==> src/rtl/fifo_drain_rr.sv <==
// fifo_drain_rr: round-robin consumer for the four egress FIFOs (ports 4..7) of the
// 4x4 routing switch. Issues one pop per cycle at most, captures the word the
// following cycle and serialises it onto a single tagged output stream, keeping
// per-port saturating word counts and a sticky wrong-destination flag.
module fifo_drain_rr #(
  parameter int unsigned DATA_W = 10,
  parameter int unsigned CNT_W  = 8
) (
  input  logic              clk,
  input  logic              reset,
  input  logic              init,
  input  logic              enable,
  input  logic              empty4,
  input  logic              empty5,
  input  logic              empty6,
  input  logic              empty7,
  input  logic [DATA_W-1:0] data4,
  input  logic [DATA_W-1:0] data5,
  input  logic [DATA_W-1:0] data6,
  input  logic [DATA_W-1:0] data7,
  output logic              pop4,
  output logic              pop5,
  output logic              pop6,
  output logic              pop7,
  output logic [DATA_W-1:0] data_out,
  output logic              valid_out,
  output logic [1:0]        port_out,
  output logic [CNT_W-1:0]  cnt4,
  output logic [CNT_W-1:0]  cnt5,
  output logic [CNT_W-1:0]  cnt6,
  output logic [CNT_W-1:0]  cnt7,
  output logic              err_dest
);

  typedef enum logic {
    StIdle,
    StCap
  } state_e;

  localparam logic [CNT_W-1:0] CntMax = {CNT_W{1'b1}};

  state_e            r_state;
  state_e            w_state_nxt;
  logic [1:0]        r_ptr;
  logic [1:0]        r_cap_idx;

  logic [3:0]        w_empty;
  logic [3:0]        w_cand;
  logic              w_grant_vld;
  logic [1:0]        w_grant_idx;
  logic [3:0]        w_pop;
  logic [DATA_W-1:0] w_cap_data;
  logic [1:0]        w_cap_dest;
  logic              w_can_pop;

  logic [DATA_W-1:0] r_data_out;
  logic [1:0]        r_port_out;
  logic              r_valid_out;
  logic [CNT_W-1:0]  r_cnt [4];
  logic              r_err_dest;

  assign w_empty   = {empty7, empty6, empty5, empty4};
  assign w_can_pop = enable && !reset && !init;

  // Round-robin grant: first non-empty port at or after the pointer, skipping the
  // port popped last cycle because its empty flag has not caught up yet.
  always_comb begin
    w_cand = ~w_empty;
    if (r_state == StCap) begin
      w_cand[r_cap_idx] = 1'b0;
    end
    w_grant_vld = 1'b0;
    w_grant_idx = r_ptr;
    // Descending scan so the smallest offset from the pointer wins.
    for (int k = 3; k >= 0; k--) begin
      if (w_cand[r_ptr + 2'(k)]) begin
        w_grant_vld = 1'b1;
        w_grant_idx = r_ptr + 2'(k);
      end
    end
    if (!w_can_pop) begin
      w_grant_vld = 1'b0;
    end
  end

  // Decode the grant into the one-cycle pop strobes.
  always_comb begin
    w_pop = 4'b0000;
    if (w_grant_vld) begin
      w_pop = 4'b0001 << w_grant_idx;
    end
  end

  assign pop4 = w_pop[0];
  assign pop5 = w_pop[1];
  assign pop6 = w_pop[2];
  assign pop7 = w_pop[3];

  // Next state: a capture is pending exactly when a pop was issued this cycle.
  always_comb begin
    w_state_nxt = StIdle;
    if (w_grant_vld) begin
      w_state_nxt = StCap;
    end
  end

  // Select the read data of the port popped last cycle.
  always_comb begin
    w_cap_data = data4;
    unique case (r_cap_idx)
      2'd0:    w_cap_data = data4;
      2'd1:    w_cap_data = data5;
      2'd2:    w_cap_data = data6;
      2'd3:    w_cap_data = data7;
      default: w_cap_data = data4;
    endcase
    w_cap_dest = w_cap_data[DATA_W-1 -: 2];
  end

  // State, rr pointer and pending-capture index; init drops any pop in flight.
  always_ff @(posedge clk) begin
    if (reset) begin
      r_state   <= StIdle;
      r_ptr     <= 2'd0;
      r_cap_idx <= 2'd0;
    end else if (init) begin
      r_state   <= StIdle;
      r_ptr     <= 2'd0;
    end else begin
      r_state <= w_state_nxt;
      if (w_grant_vld) begin
        r_cap_idx <= w_grant_idx;
        r_ptr     <= w_grant_idx + 2'd1;
      end
    end
  end

  // Output capture register; init keeps the last word but kills valid.
  always_ff @(posedge clk) begin
    if (reset) begin
      r_data_out  <= '0;
      r_port_out  <= 2'd0;
      r_valid_out <= 1'b0;
    end else if (init) begin
      r_valid_out <= 1'b0;
    end else begin
      r_valid_out <= (r_state == StCap);
      if (r_state == StCap) begin
        r_data_out <= w_cap_data;
        r_port_out <= r_cap_idx;
      end
    end
  end

  // Per-port saturating word counters.
  always_ff @(posedge clk) begin
    if (reset || init) begin
      for (int i = 0; i < 4; i++) begin
        r_cnt[i] <= '0;
      end
    end else if (r_state == StCap && r_cnt[r_cap_idx] != CntMax) begin
      r_cnt[r_cap_idx] <= r_cnt[r_cap_idx] + 1'b1;
    end
  end

  // Sticky flag for a word whose destination field disagrees with its source port.
  always_ff @(posedge clk) begin
    if (reset || init) begin
      r_err_dest <= 1'b0;
    end else if (r_state == StCap && w_cap_dest != r_cap_idx) begin
      r_err_dest <= 1'b1;
    end
  end

  assign data_out  = r_data_out;
  assign port_out  = r_port_out;
  assign valid_out = r_valid_out;
  assign cnt4      = r_cnt[0];
  assign cnt5      = r_cnt[1];
  assign cnt6      = r_cnt[2];
  assign cnt7      = r_cnt[3];
  assign err_dest  = r_err_dest;

endmodule

==> config.mk <==
export PLATFORM = sky130hd
export DESIGN_NAME = fifo_drain_rr
export DESIGN_NICKNAME = d
export VERILOG_FILES = /design/src/rtl/fifo_drain_rr.sv
export SDC_FILE = /design/constraint.sdc
export NUM_CORES = 1
export LEC_CHECK = 0
export ABC_AREA = 0
export ABC_CLOCK_PERIOD_IN_PS = 6540
export CAP_MARGIN = 15
export CORE_UTILIZATION = 49
export CTS_BUF_LIST = sky130_fd_sc_hd__clkbuf_2 sky130_fd_sc_hd__clkbuf_4 sky130_fd_sc_hd__clkbuf_8
export DETAILED_ROUTE_END_ITERATION = 6
export DONT_BUFFER_PORTS = 1
export PLACE_DENSITY_LB_ADDON = 0.3
export SLEW_MARGIN = 5
export SYNTH_ARGS = -nofsm -noshare
export SYNTH_HDL_FRONTEND = slang
export SYNTH_SLANG_ARGS = --single-unit
export TNS_END_PERCENT = 100
==> constraint.sdc <==
create_clock -name clk -period 6.54 [get_ports clk]
set_input_delay 1.635 -clock clk [delete_from_list [all_inputs] [get_ports clk]]
set_output_delay 1.635 -clock clk [all_outputs]
set_load 0.005 [all_outputs]
==> results.md <==
- Outcome: complete, no violations
- Count of final hold-check violations: 0
- Initial Util: around 50%
- IO Pins: 98
- # fillers: 511
- Setup Buffers After CTS: 0
- Critical path arrival: 3120 ps
- Area growth from synthesis to layout: 4.62%
- Final WL: just over 6000 µm
- Area of the multi-input gates: 0.00133 mm²
- Yosys reg bits: 53
- DP HPWL: 4520 µm
- CTS resizes: 0
- Max-slew violation count: 0
- Via count: around 2.0k
- Max_cap viols: 0
- Buf/Inv on CP: 0
- Die ar.: 0.00606 mm²
- Hold crit path type: reg2reg
- Initial antenna violation count: 0
- 1st-iter DRT viols: 117
- Post-synth top flop: edfxtp_1
- CP endpoint kind: output pin
- CP required: 4910 ps
- Num CTS Buffers: 5
- Placed Cells: 315
- Mapped Cells: 258
- Final ANT Viol Nets: 0
- Register area share after synthesis: 49.0%
- Clock Latency Late Sink: 300 ps
- DIE HEIGHT: 77.8 µm
- Clock Sinks: 53
- CTS Hold Bufs: 0
- Max FO, Critical Path: 12
- Clk buf depth: 2
- Yosys warns: 0
- Die width: 77.8 µm
- Kind of cell adding the most delay to the critical path: simple AND/OR/NAND/NOR gates
- Leakage: approximately 0.00094 µW
- Skew final: 9.81 ps
- Site Rows: 27
- Congestion Overflow GR: 0
- Vias/cell: 6.05
- Power Dens Cells: 230 mW/mm²
- Final GP Congestion: 0.872
- Clock root buffer: clkbuf_8
- CP Launch Type: input pin
- Total GRT Usage: 20.2%
- Synth Net Count: around 310
- Largest net degree at the start of global routing: 23
- DRT Pass-1 Iters: 4
- Syn Std Cell Area: 0.00282 mm²
- CTS tree: done
- IO buf count: 0
- Final setup TNS: 0 ps
- Final worst-path cycle share: about 73%
- DR DRC count: 0
- CP Cell Sequence: nor2_1, nand2_1, a21oi_1, nor3b_1
- Final setup violation count: 0
- Antenna diodes: 0
- Slowest cell delay on critical path: 660 ps
- Clk slew on worst S/H paths: about 90 ps
- Relative slew slack: around 44%
- Slowest cell on crit path: a21oi_1
- Final cell count without fillers: 323
- Post-layout min period: 4760 ps
- Ratio of cells with drive above 1 in the final layout: between 10% and 20%
- RSZ-0062 raised after global routing: no
- CP Class: in2out
- Core ar.: 0.00551 mm²
- VDD IR-drop max: roughly 0.15 mV
- Post-synthesis async set-or-reset flop share: 0%
- Drt wl/cell: 19.0 µm
- Max Freq: 210 MHz
- Sequential cell area: 0.00138 mm²
- Post-synth EDFFs: 32
- Yosys cell types: 44
- Layout Nets: about 300
- Vias in the first global route: 1798
- Tightest Pin Transition: between 800 and 900 ps
- H-tree depth: 2
- Syn_area_per_cell: 10.9 µm²
- First-pass GRT wire length: 9380 µm
## cells in the mapped netlist, types with 3 or more instances
cell | count | share of area, %
dfxtp_1 | 21 | 15
nand3_1 | 9 | 1.6
mux4_2 | 18 | 14
buf_2 | 5 | 0.89
mux2i_1 | 5 | 1.8
inv_1 | 3 | 0.40
nand2b_1 | 5 | 1.1
clkbuf_1 | 7 | 0.93
nor2_1 | 36 | 4.8
edfxtp_1 | 32 | 34
nor2_2 | 8 | 1.8
a21oi_1 | 16 | 2.8
xor2_1 | 4 | 1.2
nor3b_1 | 3 | 0.80
nand2_1 | 41 | 5.5
o21ai_1 | 7 | 1.2
nor3_1 | 3 | 0.53
## kinds of logic after synthesis
kind of cell | count (synthesis) | share of synthesized area (%)
DFF | 53 | 49.0
adders and majority gates | 1 | 0.444
buffers and inverters | 21 | 3.60
and+or+nand+nor | 116 | 19.6
AOI/OAI and AO/OA | 37 | 8.66
muxes | 23 | 16.2
xor gates and xnor gates | 7 | 2.44
## report_power, final
part           internal (µW)  switching [µW]  total [µW]
combinational           33.8            42.1        76.0
sequential               367            15.9         382
clock                    118             102         220
total                    518             160         678
## per-stage QoR
step	hold slack [ps]	utilization (%)	instance area [µm²]	power, µW	worst slack [ps]
after floorplan	453	-	2820	452	1980
after detailed placement	465	51.5	2840	467	1750
after CTS	477	53.5	2950	681	1770
after global placement	459	51.5	2840	465	1870
after global routing	497	53.5	2950	702	1590
final	471	53.5	2950	678	1780
## sequential cells by signal, indices dropped and copies added, names as in the netlist, named ones only
name / flops
err_dest: 1
r_cap_idx: 2
port_out: 2
valid_out: 1
r_state: 1
data_out: 10
r_cnt: 32
r_ptr: 2
## worst paths after layout
check,start,endpoint,slack [ps],depth (start not counted)
worst max-delay path,init,pop6,1780,4
worst min-delay path,data_out[5],data_out[5],470,2
worst max register to register,register,r_cnt[1][6],3140,6
worst min register to register,data_out[5],data_out[5],470,2
## cell usage in the layout, fill, tap and decap left out, drive strengths merged
| cell type | instances |
|---|---|
| nor2 | 45 |
| nand2 | 41 |
| edfxtp | 32 |
| dfxtp | 21 |
| mux4 | 18 |
| a21oi | 16 |
| nand3 | 10 |
| o21ai | 8 |
| clkbuf | 6 |
| nand2b | 5 |
| mux2i | 5 |
| xor2 | 4 |
| inv | 4 |
| nor3b | 3 |
| nor3 | 3 |
| xnor2 | 3 |
| nor2b | 2 |
| nand3b | 2 |
| or3b | 2 |
| o221ai | 2 |
| a211oi | 2 |
| buf | 2 |
| a22oi | 1 |
| a2111oi | 1 |
| o41ai | 1 |
| nor4 | 1 |
| o21a | 1 |
| a31oi | 1 |
| o311a | 1 |
| and3 | 1 |
| o31ai | 1 |
| or3 | 1 |
| o22ai | 1 |
| a22o | 1 |
| ha | 1 |
| clkinv | 1 |
| bufinv | 1 |
## worst register-to-register path, cell delays in order, from the launching register on
cell and delay, ps:
dfxtp_1 720, mux4_2 690, ha_1 290, nand2_1 140
o31ai_4 130, or3b_1 660, nand2_1 430
## layout make-up
class / instances / area share [%]
flip-flops and latches: 53 / 46.9
multi-input cells: 184 / 45.3
well taps: 72 / 3.06
clock buffers: 6 / 2.59
clock inverters: 2 / 1.19
repair buffers: 2 / 0.510
inverters: 4 / 0.510
## per-layer routing
layer	GRT usage [%]	wire length [µm]	vias to the layer above	share of wire, %
met4	4.53	70	0	1.1
li1	-	-	909	-
met2	32.9	3000	63	49
met3	6.82	494	7	8.0
met1	26.0	2580	974	42
met5	0	0	-	0
Note: power is estimated with default switching activity, not from simulation.
